===== src/rtl/logo_motion_sched.sv =====
// Bouncing-logo motion scheduler: frame-tick divider, X/Y step FSM with bounce, sound req/ack.
// Optional macro LOGO_SCHED_CORNER_EN: a simultaneous X+Y bounce reports code 11 instead of 10.
module logo_motion_sched #(
   parameter int SCREEN_W   = 640,
   parameter int SCREEN_H   = 480,
   parameter int W_LOGO     = 80,
   parameter int H_LOGO     = 96,
   parameter int INC_X      = 1,
   parameter int INC_Y      = 2,
   parameter int DELAY_INIT = 2,
   parameter int DELAY_MAX  = 15
) (
   input  logic       clk,
   input  logic       clr,
   input  logic       frame_tick,
   input  logic       enable,
   input  logic       inc_vel,
   input  logic       dec_vel,
   input  logic       snd_ack,
   output logic [9:0] x_logo,
   output logic [9:0] y_logo,
   output logic       step_done,
   output logic       snd_req,
   output logic [1:0] snd_code,
   output logic       mute
);
   localparam logic [9:0] X_MAX    = 10'(SCREEN_W - W_LOGO);
   localparam logic [9:0] Y_MAX    = 10'(SCREEN_H - H_LOGO);
   localparam logic [9:0] X_RST    = 10'((SCREEN_W - W_LOGO) / 2);
   localparam logic [9:0] Y_RST    = 10'((SCREEN_H - H_LOGO) / 2);
   localparam logic [3:0] MAG_X    = 4'(INC_X);
   localparam logic [3:0] MAG_Y    = 4'(INC_Y);
   localparam logic [5:0] DLY_INIT = 6'(DELAY_INIT);
   localparam logic [5:0] DLY_MAX  = 6'(DELAY_MAX);

   typedef enum logic [1:0] {IDLE, MOVE_X, MOVE_Y, REPORT} state_t;

   state_t     state_q, state_d;
   logic [9:0] x_q, x_d, y_q, y_d;
   logic       dx_neg_q, dx_neg_d, dy_neg_q, dy_neg_d;
   logic       bx_q, bx_d, by_q, by_d;
   logic [5:0] delay_q, delay_d, cnt_q, cnt_d;
   logic       inc_prev_q, dec_prev_q;
   logic       req_q, req_d;
   logic [1:0] code_q, code_d;
   logic       done_q, done_d;
   logic       mute_q;
   logic       inc_rise, dec_rise;

   // Returns {bounced, new_dir_negative, new_pos}; 11-bit signed math keeps pos-mag below 0 visible.
   function automatic logic [11:0] axis_step(input logic [9:0] pos, input logic neg,
                                             input logic [3:0] mag, input logic [9:0] lim);
      logic signed [10:0] nxt;
      logic signed [10:0] lim_s;
      lim_s = $signed({1'b0, lim});
      if (neg) nxt = $signed({1'b0, pos}) - $signed({7'b0, mag});
      else     nxt = $signed({1'b0, pos}) + $signed({7'b0, mag});
      if (nxt >= lim_s)       return {1'b1, 1'b1, lim};
      else if (nxt <= 11'sd0) return {1'b1, 1'b0, 10'd0};
      else                    return {1'b0, neg, nxt[9:0]};
   endfunction

   assign inc_rise = inc_vel & ~inc_prev_q;
   assign dec_rise = dec_vel & ~dec_prev_q;

   always_comb begin
      state_d  = state_q;
      x_d      = x_q;
      y_d      = y_q;
      dx_neg_d = dx_neg_q;
      dy_neg_d = dy_neg_q;
      bx_d     = bx_q;
      by_d     = by_q;
      cnt_d    = cnt_q;
      req_d    = req_q;
      code_d   = code_q;
      done_d   = 1'b0;
      delay_d  = delay_q;

      if (inc_rise && !dec_rise && delay_q < DLY_MAX)
         delay_d = delay_q + 6'd1;
      else if (dec_rise && !inc_rise && delay_q != '0)
         delay_d = delay_q - 6'd1;

      if (req_q && snd_ack)
         req_d = 1'b0;

      case (state_q)
         IDLE: begin
            // >= so a counter left above a freshly decremented delay still fires next tick
            if (frame_tick && enable) begin
               if (cnt_q >= delay_q) begin
                  cnt_d   = '0;
                  state_d = MOVE_X;
               end else begin
                  cnt_d = cnt_q + 6'd1;
               end
            end
         end
         MOVE_X: begin
            {bx_d, dx_neg_d, x_d} = axis_step(x_q, dx_neg_q, MAG_X, X_MAX);
            state_d = MOVE_Y;
         end
         MOVE_Y: begin
            {by_d, dy_neg_d, y_d} = axis_step(y_q, dy_neg_q, MAG_Y, Y_MAX);
            state_d = REPORT;
         end
         REPORT: begin
            done_d  = 1'b1;
            state_d = IDLE;
            if ((bx_q || by_q) && !req_q) begin
               req_d = 1'b1;
`ifdef LOGO_SCHED_CORNER_EN
               if (bx_q && by_q) code_d = 2'b11;
               else if (by_q)    code_d = 2'b10;
               else              code_d = 2'b01;
`else
               if (by_q) code_d = 2'b10;
               else      code_d = 2'b01;
`endif
            end
         end
         default: state_d = IDLE;
      endcase
   end

   always_ff @(posedge clk or posedge clr) begin
      if (clr) begin
         state_q    <= IDLE;
         x_q        <= X_RST;
         y_q        <= Y_RST;
         dx_neg_q   <= 1'b0;
         dy_neg_q   <= 1'b0;
         bx_q       <= 1'b0;
         by_q       <= 1'b0;
         delay_q    <= DLY_INIT;
         cnt_q      <= '0;
         inc_prev_q <= 1'b0;
         dec_prev_q <= 1'b0;
         req_q      <= 1'b0;
         code_q     <= '0;
         done_q     <= 1'b0;
         mute_q     <= 1'b1;
      end else begin
         state_q    <= state_d;
         x_q        <= x_d;
         y_q        <= y_d;
         dx_neg_q   <= dx_neg_d;
         dy_neg_q   <= dy_neg_d;
         bx_q       <= bx_d;
         by_q       <= by_d;
         delay_q    <= delay_d;
         cnt_q      <= cnt_d;
         inc_prev_q <= inc_vel;
         dec_prev_q <= dec_vel;
         req_q      <= req_d;
         code_q     <= code_d;
         done_q     <= done_d;
         mute_q     <= ~enable;
      end
   end

   assign x_logo    = x_q;
   assign y_logo    = y_q;
   assign step_done = done_q;
   assign snd_req   = req_q;
   assign snd_code  = code_q;
   assign mute      = mute_q;
endmodule


===== config.mk =====
export PLATFORM = sky130hd
export DESIGN_NAME = logo_motion_sched
export DESIGN_NICKNAME = d
export VERILOG_FILES = /design/src/rtl/logo_motion_sched.sv
export SDC_FILE = /design/constraint.sdc
export NUM_CORES = 1
export LEC_CHECK = 0
export CAP_MARGIN = 20
export CORE_MARGIN = 3
export CORE_UTILIZATION = 45
export CTS_CLUSTER_SIZE = 12
export DETAILED_ROUTE_END_ITERATION = 10
export GPL_ROUTABILITY_DRIVEN = 0
export GPL_TIMING_DRIVEN = 1
export PLACE_DENSITY = 0.65
export REMOVE_ABC_BUFFERS = 1
export SLEW_MARGIN = 30
export SYNTH_ARGS = -nofsm -noshare
export SYNTH_HDL_FRONTEND = slang
export SYNTH_SLANG_ARGS = --single-unit

===== constraint.sdc =====
create_clock -name clk -period 4.5 [get_ports clk]
set_input_delay 0.45 -clock clk [delete_from_list [all_inputs] [get_ports clk]]
set_output_delay 0.45 -clock clk [all_outputs]
set_load 0.02 [all_outputs]

==> reports/qor.csv, run 1 <==
metric,value,unit
vias_per_cell,5.54,
cp-start-kind,flop,
drive_gt1_frac,0.0801,
place_hpwl,5160,µm
crit_chain,ha_1 > a21o_1 > and4_4 > or4_4 > and2_4 > or4_4 > nor3_4 > o32ai_1,
synthCells,354,
dp_slack,1.42,ns
final-hold-violation-count,0,
hold_slack,0.494,ns
synth_top_family_by_area,compound AO/OA/AOI/OAI gates,
cts-htree-levels,2,
dieArea,8200,µm²
portBuffers,30,
clk-insertion-delay-late,0.30,ns
syn_area,3220,µm²
power.leakage,1.65,nW
clockBufferDepth,2,
die_width,90.6,µm
muxShareOfSynthArea,0.0132,
path_delay_family,simple AND/OR/NAND/NOR gates,
fin_crit_sh,0.692,
grt.met1_usage,0.236,
yosysSeqAreaShare,0.345,
cp.arrival,3.27,ns
numCtsBuffers,5,
max_stage_delay,0.68,ns
yosysMostFrequentCell,dfrtp_1,
synth_ff_type,dfrtp_1,
synth_common_cells,"dfrtp_1, ha_1, inv_1",
wl,6820,µm
setup_slack,1.39,ns
synth.avg_cell_area,9.09,µm²
antenna_found_initial,0,
initial_core_util,0.469,
grt_pass1_wl,12000,µm
syn_to_final_growth,15.3,%
postCtsSetupBuffers,0,
nNetsFinal,429,
yosys_warnings,0,
relSlewSlack,0.473,
rsz0062_at_grt,no,
std_cell_rows,30,
end_kind,flop,
grt_use_total,0.174,
cts_root_buffer,clkbuf_8,
setup_viol,0,
synth-edff-count,0,
drtPass1Iterations,4,
cts_tree,yes,
io_pins,32,
path_clk_slew,0.09,ns
utilization,0.540,
crit_path_max_fanout,14,
synth-simple-area-share,0.194,
ys_ff_latch,44,
synth_top_area_cell,dfrtp_1,
yosys.area.top_type_share,0.288,
num-fill-cells,637,
grt_pass1_vias,2625,
overflow,0,
worstHoldPathType,flop to flop,
synthArstFlopShare,1.00,
drv_slew,0,
max_freq,0.321,GHz
first_iter_violations,143,
ant_nets,0,
antenna_cells,0,
grt.busiest_layer,met2,
status,completed,
criticalPathCategory,flop to flop,
clock_sinks,44,
synthTopCellsByArea,"dfrtp_1, ha_1, dfstp_2",
synth-xor-area-share,0.0408,
ys_types,63,
grt_max_degree,45,
grtUsageMet2,0.290,
finalCriticalPeriod,3.11,ns
drc,0,
peakVddDrop,0.000288,V
tns,0,ns
worstMarginPinSlew,0.786,ns
finClkSkew,0.0105,ns
die_h,90.6,µm
core_area,6870,µm²
max_cap_viol_count,0,
cp_slowest_cell,dfrtp_1,
post_cts_resized,0,
path_buf_inv,0,
synthAdderAreaFrac,0.147,
cp_common_cell,or4_4,
synth_compound_area_frac,0.214,
vias,2678,
grtUsageMet3,0.0242,
wire_per_inst,14.1,µm
cts_hold_buf,0,
power_density,523,nW/µm²
required,4.66,ns
==> state kept, by name, indices dropped and copies added (netlist names), 2 cells and up <==
| signal | flops |
|---|---|
| snd_code | 2 |
| x_logo | 10 |
| y_logo | 9 |
| state_q | 2 |
| delay_q | 6 |
| cnt_q | 6 |
==> final cells by class <==
class / count / area [µm²] / area share
clock buffer: 8 / 100 / 0.0270
sequential: 44 / 1110 / 0.299
timing repair buffer: 30 / 300 / 0.0809
multi-input combinational: 274 / 1960 / 0.529
tap: 96 / 120 / 0.0324
inverter: 31 / 118 / 0.0317
==> through the flow <==
| step | cells | total power, W | area, µm² |
|---|---|---|---|
| after floorplan | 349 | 0.00137 | 3190 |
| after global placement | 475 | 0.00165 | 3610 |
| after detailed placement | 475 | 0.00167 | 3610 |
| after CTS | 483 | 0.00196 | 3710 |
| after global routing | 483 | 0.00212 | 3710 |
| final | 483 | 0.00194 | 3710 |
==> worst min-delay path: cells and delay by family (launching register included) <==
family          cells  cell delay, ns
flops               1            0.38
compound gates      1            0.06
buf+inv             1            0.05
==> cells in the final DEF, fill, tap and decap left out, drive strengths merged, types with 7 or more instances in the layout <==
cell           Yosys  routed
xnor2              7       7
clkbuf             2       8
nand2b             9       9
xor2               8       8
inv               31      30
dfrtp             37      37
o21ai             21      21
dfstp              7       7
nand2             30      30
nor2b              9       9
a21oi             21      21
ha                33      33
a21o               9       9
nand3             13      13
o22ai             10      10
nor2              21      21
clkdlybuf4s50      0      30
==> power breakdown <==
group	internal (W)	switching [W]	total, W	leakage (nW)
logic	0.000462	0.000541	0.00100	1.07
registers	0.000528	0.000132	0.000660	0.525
clock network	0.000140	0.000137	0.000277	0.0515
total	0.00113	0.000810	0.00194	1.65
==> worst paths after layout <==
check,to,slack [ns],from,cells past startpoint
max,x_logo[1],1.39,dx_neg_q,8
min,y_logo[7],0.49,y_logo[7],2
max reg2reg,x_logo[1],1.39,dx_neg_q,8
min reg2reg,y_logo[7],0.49,y_logo[7],2
max in group asynchronous,y_logo[2],3.46,clr,2
min in group asynchronous,cnt_q[5],0.58,clr,2
==> kinds of logic after synthesis <==
family                     after synthesis
and+or+nand+nor                        116
AOI/OAI and AO/OA                      102
DFF                                     44
adders and majority gates               36
buffers and inverters                   36
xor gates and xnor gates                15
muxes                                    4
other                                    1
==> routing by layer <==
layer | vias up | part of all wire
li1 | 1351 | -
met1 | 1272 | 0.50
met2 | 48 | 0.46
met3 | 7 | 0.030
met4 | 0 | 0.0097
met5 | - | 0
Note: power is estimated with default switching activity, not from simulation.
==> run 2: changes to the inputs <==
- clock period: 4.5 -> 3.1 ns (I/O delays scaled with it)
==> run 2 against run 1 <==
  * Non-clock buffer count rose by 4
  * Cell area grew 1.0%
  * Final cell count grew 0.83%
  * Clock-buffer cell count down 2
  * Register-to-register slack worse by 1.2 ns
  * Sequential share of layout area down 0.30 points
  * Via count is 0.82% lower
  * Sequential cell count unchanged
  * Setup slack got worse by 1.2 ns
  * Combinational power is 47% higher
  * Total power grew 48%
  * Core utilization grew 0.55 points
==> reports/qor.csv, run 2 (synthesis gave the netlist of run 1 again) <==
metric,value,unit,change
internal_power,0.00169,W,+50%
status,completed,,
placed_area,3640,µm²,+0.83%
rr_startpoint,dx_neg_q,,
wl_met3,241,µm,+19%
dieArea,8200,µm²,unchanged
p_switching,0.00118,W,+45%
rsz0062_at_grt,no,,
cts_hold_buf,0,,unchanged
die_width,90.6,µm,unchanged
grt_pass1_wl,11500,µm,-3.7%
required,3.26,ns,-1.40 ns
stdcell_count,487,,+0.83%
std_cell_rows,30,,unchanged
io_pins,32,,unchanged
cp-start-kind,flop,,
cp.arrival,3.05,ns,-0.22 ns
criticalPathCategory,flop to flop,,
fin_crit_sh,0.934,,+0.242
clk-insertion-delay-late,0.29,ns,about the same
top_layer,met4,,
wl_met2,3030,µm,-4.2%
grt_pass1_vias,2409,,-8.2%
worstMarginPinSlew,0.828,ns,+0.0420 ns
drive_gt1_frac,0.0895,,+0.00941
wl_met1,3360,µm,-0.83%
end_kind,flop,,
final_cell_mix,"dfrtp_1, ha_1, nand2_1, inv_1, clkdlybuf4s50_1",,
clock_sinks,44,,unchanged
die_h,90.6,µm,unchanged
numCtsBuffers,5,,unchanged
final-hold-violation-count,0,,unchanged
portBuffers,30,,unchanged
crit_path_max_fanout,8,,-6
wl,6660,µm,-2.4%
ant_nets,0,,unchanged
max_freq,0.345,GHz,+7.5%
postCtsSetupBuffers,0,,unchanged
r2r_slack,0.20,ns,-1.18 ns
relSlewSlack,0.445,,-0.0281
reg2reg_depth,8,,unchanged
cts_root_buffer,clkbuf_8,,
vias_per_cell,5.45,,-1.6%
clockBufferDepth,2,,unchanged
switching_share,0.410,,-0.00741
utilization,0.546,,+0.00546
overflow,0,,unchanged
power.leakage,1.67,nW,+1.4%
largest_reg_flops,10,,unchanged
tns,0,ns,unchanged
drv_slew,0,,unchanged
initial_core_util,0.469,,unchanged
post_cts_resized,0,,unchanged
vias,2656,,-0.82%
dp_slack,0.232,ns,-1.19 ns
r2r_end,x_logo[1],,
core_area,6870,µm²,unchanged
seqPwrFrac,0.334,,-0.006
comb_power_share,0.513,,-0.004
finalCriticalPeriod,2.90,ns,-0.217 ns
wire_per_inst,13.7,µm,-3.2%
grt_max_degree,45,,unchanged
first_iter_violations,98,,-31%
dp.cells,479,,+0.84%
antenna_cells,0,,unchanged
finClkSkew,0.00375,ns,-0.00674 ns
cts-htree-levels,2,,unchanged
place_hpwl,5010,µm,-2.9%
worstHoldPathType,input pin to asynchronous set/reset pin,,
antenna_found_initial,0,,unchanged
setup_viol,0,,unchanged
nNetsFinal,433,,+0.93%
setup_slack,0.205,ns,-1.18 ns
drtPass1Iterations,4,,unchanged
drc,0,,unchanged
power.share.clock,0.153,,+0.010
grt_use_total,0.168,,-0.00527
peakVddDrop,0.000395,V,+37%
path_clk_slew,0.08,ns,about the same
syn_to_final_growth,16.4,%,
power_density,764,nW/µm²,+46%
final_common_cell,dfrtp_1,,
cts_tree,yes,,
final_area,3750,µm²,+1.0%
max_cap_viol_count,0,,unchanged
[run 2: cell types whose count changed in the layout (fill, tap and decap cells not counted)]
| cell | previous run | this run |
|---|---|---|
| buf_4 | 0 | 4 |
| clkinv_2 | 1 | 2 |
| clkbuf_8 | 7 | 5 |
| bufinv_16 | 0 | 1 |
[run 2: metal layers]
metal / global-route usage / vias up
met5: 0 / -
met1: 0.243 / 1256
met2: 0.264 / 44
met3: 0.0292 / 2
met4: 0.0357 / 0
li1: - / 1354
[run 2: worst max-delay path, cell delays in order, from the launching register on]
cell and delay [ns]:
dfrtp_1 0.49, ha_1 0.34, a21o_1 0.20, and4_4 0.20, or4_4 0.48, and2_4 0.18
or4_4 0.54, nor3_4 0.21, o32ai_1 0.12
[run 2: metrics by stage]
step                      total power, W  hold WS, ns
after floorplan                  0.00199        0.336
after global placement           0.00241        0.481
after detailed placement         0.00244        0.480
after CTS                        0.00290        0.466
after global routing             0.00314        0.474
final                            0.00287        0.445
[run 2: layout make-up]
class	instances	area, µm²
multi-input combinational	274	1960
timing repair buffer	34	330
clock buffer	6	72.6
clock inverter	2	35.0
tap	96	120
inverter	31	118
sequential	44	1110
fill	628	3120
[run 2: worst max-delay path by stage]
stage                      endpoint     start  cells after the start  slack [ns]
after floorplan           x_logo[1]  dx_neg_q                      8        0.31
after global placement         by_q  dy_neg_q                      8        0.26
after detailed placement  x_logo[1]  dx_neg_q                      8        0.23
after CTS                 x_logo[1]  dx_neg_q                      8        0.22
after global routing           by_q  dy_neg_q                      8       0.009
final                     x_logo[1]  dx_neg_q                      8        0.20
[run 2: power groups by stage]
| stage | Clock, W | Combinational (W) | Sequential [W] |
|---|---|---|---|
| floorplan | 0 | 0.000962 | 0.00102 |
| global placement | 0 | 0.00144 | 0.000966 |
| detailed placement | 0 | 0.00148 | 0.000967 |
| CTS | 0.000453 | 0.00148 | 0.000959 |
| global route | 0.000485 | 0.00167 | 0.000991 |
| finish | 0.000439 | 0.00147 | 0.000956 |
==> run 3: changes to the inputs <==
- CTS_BUF_LIST: unset -> sky130_fd_sc_hd__clkbuf_8
- SLEW_MARGIN: 30 -> 20
==> run 3 against run 2 <==
  * Register-to-register slack about the same
  * Wire length about the same
  * Combinational power about the same
  * Fmax unchanged
  * Final cell count unchanged
  * Global-route usage unchanged
  * Total power decreased by 0.12%
==> reports/qor.csv, run 3 (synthesis gave the netlist of run 1 again) <==
metric,value,unit,change
final-hold-violation-count,0,,unchanged
peakVddDrop,0.000395,V,about the same
crit_path_max_fanout,8,,unchanged
post_cts_resized,0,,unchanged
final_common_cell,dfrtp_1,,
grt_max_degree,45,,unchanged
core_area,6870,µm²,unchanged
vias_per_cell,5.46,,about the same
required,3.26,ns,about the same
ant_nets,0,,unchanged
cts-htree-levels,2,,unchanged
clock_sinks,44,,unchanged
drv_slew,0,,unchanged
internal_power,0.00169,W,-0.20%
path_buf_inv,0,,unchanged
antenna_found_initial,0,,unchanged
cts_tree,yes,,
grt_use_total,0.168,,unchanged
power.share.clock,0.152,,about the same
cp_slowest_cell,or4_4,,
max_cap_viol_count,0,,unchanged
io_pins,32,,unchanged
dp_slack,0.232,ns,unchanged
die_h,90.6,µm,unchanged
crit_chain,ha_1 > a21o_1 > and4_4 > or4_4 > and2_4 > or4_4 > nor3_4 > o32ai_1,,
clk-insertion-delay-late,0.29,ns,about the same
std_cell_rows,30,,unchanged
wl,6650,µm,about the same
status,completed,,
drive_gt1_frac,0.0895,,unchanged
wire_per_inst,13.7,µm,about the same
dieArea,8200,µm²,unchanged
switching_share,0.411,,+0.000442
hold_end,dec_prev_q,,
antenna_cells,0,,unchanged
fin_crit_sh,0.934,,unchanged
min_path_cells,1,,
drc,0,,unchanged
grt_pass1_vias,2409,,unchanged
overflow,0,,unchanged
max_stage_delay,0.54,ns,about the same
r2r_end,x_logo[1],,
finalCriticalPeriod,2.90,ns,unchanged
reg2reg_depth,8,,unchanged
max_freq,0.345,GHz,unchanged
clockBufferDepth,2,,unchanged
power.leakage,1.67,nW,+0.27%
tns,0,ns,unchanged
path_clk_slew,0.09,ns,about the same
num-fill-cells,629,,+0.16%
criticalPathCategory,flop to flop,,
rsz0062_at_grt,no,,
die_width,90.6,µm,unchanged
finClkSkew,0.00407,ns,+0.000325 ns
portBuffers,30,,unchanged
final_cell_mix,"dfrtp_1, ha_1, inv_1, nand2_1, clkdlybuf4s50_1",,
cts_root_buffer,clkbuf_8,,
nNetsFinal,433,,unchanged
first_iter_violations,98,,unchanged
setup_slack,0.205,ns,unchanged
cp.arrival,3.05,ns,about the same
comb_power_share,0.514,,about the same
syn_to_final_growth,16.4,%,about the same
postCtsSetupBuffers,0,,unchanged
end_kind,flop,,
grt_pass1_wl,11500,µm,unchanged
relSlewSlack,0.384,,-0.0617
worstMarginPinSlew,0.923,ns,+0.0951 ns
numCtsBuffers,5,,unchanged
rr_startpoint,dx_neg_q,,
cp_common_cell,or4_4,,
cp-start-kind,flop,,
largest_reg_flops,10,,unchanged
setup_viol,0,,unchanged
p_switching,0.00118,W,about the same
cts_hold_buf,0,,unchanged
path_delay_family,simple AND/OR/NAND/NOR gates,,
initial_core_util,0.469,,unchanged
vias,2658,,+0.075%
seqPwrFrac,0.334,,about the same
worstHoldStart,dec_vel,,
worstHoldPathType,input pin to flop,,
report.power.total,0.00286,W,-0.12%
r2r_slack,0.20,ns,about the same
drtPass1Iterations,4,,unchanged
place_hpwl,5010,µm,unchanged
power_density,764,nW/µm²,about the same
run 3: cell type report:
cell class	instances	area, µm²	share of cell area
clock buffer	5	68.8	0.0184
tap	96	120	0.0321
clock inverter	3	38.8	0.0104
multi-input combinational	274	1960	0.524
inverter	31	116	0.0311
timing repair buffer	34	330	0.0881
sequential	44	1110	0.296
run 3: worst max path at each step:
stage | from | to | slack, ns | cells past startpoint
finish | dx_neg_q | x_logo[1] | 0.20 | 8
global route | dy_neg_q | by_q | 0.009 | 8
CTS | dx_neg_q | x_logo[1] | 0.22 | 8
detailed placement | dx_neg_q | x_logo[1] | 0.23 | 8
global placement | dy_neg_q | by_q | 0.26 | 8
floorplan | dx_neg_q | x_logo[1] | 0.31 | 8
run 3: metal layers:
layer | global-route usage | part of all wire | up-vias
met5 | 0 | 0 | -
met4 | 0.0357 | 0.0041 | 0
met3 | 0.0292 | 0.036 | 2
met2 | 0.264 | 0.46 | 44
met1 | 0.243 | 0.50 | 1258
li1 | - | - | 1354
run 3: power groups by stage:
stage | Sequential [W] | Combinational (W) | Clock [W]
after floorplan | 0.00102 | 0.000962 | 0
after global placement | 0.000966 | 0.00144 | 0
after detailed placement | 0.000967 | 0.00148 | 0
after CTS | 0.000959 | 0.00148 | 0.000450
after global routing | 0.000991 | 0.00167 | 0.000482
final | 0.000956 | 0.00147 | 0.000436
run 3: per-stage QoR:
| stage | hold WS, ns | utilization | cells | cell area (µm²) |
|---|---|---|---|---|
| 2_1_floorplan | 0.336 | - | 349 | 3190 |
| 3_3_place_gp | 0.481 | 0.530 | 479 | 3640 |
| 3_5_place_dp | 0.480 | 0.530 | 479 | 3640 |
| 4_1_cts | 0.465 | 0.546 | 487 | 3750 |
| 5_1_grt | 0.474 | 0.546 | 487 | 3750 |
| 6_report | 0.469 | 0.546 | 487 | 3750 |
==> variant (settings of run 2) <==
The 4 states of `state_t` get a Gray code encoding in 2 bits.
--- a/src/rtl/logo_motion_sched.sv
+++ b/src/rtl/logo_motion_sched.sv
@@ -35,3 +35,3 @@
 
-   typedef enum logic [1:0] {IDLE, MOVE_X, MOVE_Y, REPORT} state_t;
+   typedef enum logic [1:0] {IDLE = 2'b00, MOVE_X = 2'b01, MOVE_Y = 2'b11, REPORT = 2'b10} state_t;
 
Formal check against the unedited RTL: no difference found for any inputs over 10 cycles, from zero or initial values; not proved beyond that.
==> variant against run 2 <==
Setup slack better by 0.022 ns; die area is 1.3% lower; core utilization is 1.5 points higher; power is 8.0% lower; wire length is 6.6% higher; clock skew is 0.0011 ns higher; cell area is 1.3% lower; synthesized area is 1.4% lower; sequential cell count stayed put; largest power group unchanged.
==> variant: results (changes against run 2) <==
GRT
  • Global-route met3 utilization: 0.0342 (was 0.0292)
  • Met1 global-route usage: 0.257 (was 0.243)
  • Met2 usage: 0.292 (was 0.264)
  • Initial antenna violation count: 0 (unchanged)
  • First-pass GRT wire length: 12,400 um (was 11,500 um)
  • Vias in the first global route: 2,630 (was 2,409)
  • Total track usage: 0.181 (was 0.168)

Clock network
  • Root Driver: clkbuf_8 (unchanged)
  • Postcts setup bufs: 0 (unchanged)

Synth
  • Post-synth top area share: 0.292 (was 0.288)
  • Post-synthesis mux area share: 0.0134 (was 0.0132)
  • Synth Area in Compound Gates: 0.237 (was 0.214)
  • Synth top area cells: dfrtp_1 (29%), ha_1 (11%), dfstp_2 (5.8%), nand2_1 (4.5%), o21ai_0 (4.1%) (was dfrtp_1 (29%), ha_1 (13%), dfstp_2 (5.7%), inv_1 (3.6%), nand2_1 (3.5%))
  • Main synth FF type: dfrtp_1 (unchanged)
  • Synth cell count leaders: nand2_1 (38), dfrtp_1 (37), ha_1 (29) (was dfrtp_1 (37), ha_1 (33), inv_1 (31))
  • XOR/XNOR Fraction of Synth Area: 0.0438 (was 0.0408)
  • Synth cell types: 65 (was 63)
  • Sequential-to-total area share from yosys stat: 0.350 (was 0.345)
  • Synth Area in Adders: 0.133 (was 0.147)
  • Syn Inst Count: 346 (was 354)

Drt
  • Final WL: 7100 um (was 6660 um)
  • Routed met2 length: 3210 um (was 3030 um)
  • Initial drt markers: 114 (was 98)
  • Met3 wire len: 226 um (was 241 um)
  • DRT Pass-1 Iters: 4 (unchanged)
  • Post-Route M1 WL: 3610 um (was 3360 um)
  • Vias/cell: 5.55 (was 5.45)
  • Uppermost layer routed: met4 (unchanged)

Setup path
  • Slowest stage delay, CP: 0.53 ns
  • Signal arrival time at the worst endpoint: 3.08 ns (was 3.05 ns)
  • Slowest cell on the critical path: dfrtp_2 (was or4_4)
  • Worst setup path endpoint: x_logo[1]$_DFFE_PP0P_ (unchanged)
  • Maximum fanout along the worst path: 13 (was 8)
  • WS Path Type: reg2reg (unchanged)
  • RR Startpoint: dx_neg_q$_DFFE_PP0P_ (unchanged)
  • R2R cell count: 9 (was 8)
  • Top delay family on crit path: compound AO/OA/AOI/OAI gates (was simple AND/OR/NAND/NOR gates)

Pwr
  • Peak supply drop: 0.000521 V (was 0.000395 V)
  • Pleak: 0.00161 uW (was 0.00167 uW)

Cells and area
  • Layout cells sized above 1: 0.105 (was 0.0895)
  • Final #Nets: 419 (was 433)
  • # diodes: 0 (unchanged)
  • Final non-filler cell total: 474 (was 487)

Placement
  • DP Area: 0.00358 mm2 (was 0.00364 mm2)
  • Dpl ws: 0.0532 ns (was 0.232 ns)
  • HPWL Detailed: 5250 um (was 5010 um)
  • Port bufs: 30 (unchanged)

Timing
  • Final Skew: 0.00487 ns (was 0.00375 ns)
  • Max-slew violations: 0 (unchanged)
  • Post-route setup slack: 0.227 ns (was 0.205 ns)
  • Hold_ws: 0.435 ns (was 0.445 ns)
  • Max_slew headroom: 0.466 (was 0.445)

Run status
  • Status: finished clean (unchanged)
==> variant: changes by cell type after synthesis, sizes merged, moves of 4 or more <==
cell | before | now
ha | 33 | 29
inv | 31 | 22
nand2 | 30 | 38
nand2b | 9 | 5
nand3 | 13 | 7
nor2 | 21 | 26
o21ai | 21 | 27
o22ai | 10 | 6
o2bb2ai | 5 | 0
or4 | 5 | 1
==> variant: layout make-up <==
| type | instances | area [um2] |
|---|---|---|
| clock buffer | 5 | 68.8 |
| clock inverter | 3 | 47.5 |
| fill | 614 | 2900 |
| inverter | 22 | 83.8 |
| multi-input combinational | 274 | 1950 |
| sequential | 44 | 1110 |
| tap | 93 | 116 |
| timing repair buffer | 33 | 323 |
==> variant: where the power goes <==
part	internal [uW]	leakage (uW)	switching (uW)
registers	755	0.000531	207
clock network	243	0.0000583	218
logic	562	0.00102	653
==> variant: timing repair <==
item | 4_1_cts | 5_1_grt
setup endpoints to repair | 0 | 10
gates resized for setup | 0 | 1
endpoints found under the hold margin | 0 | 0
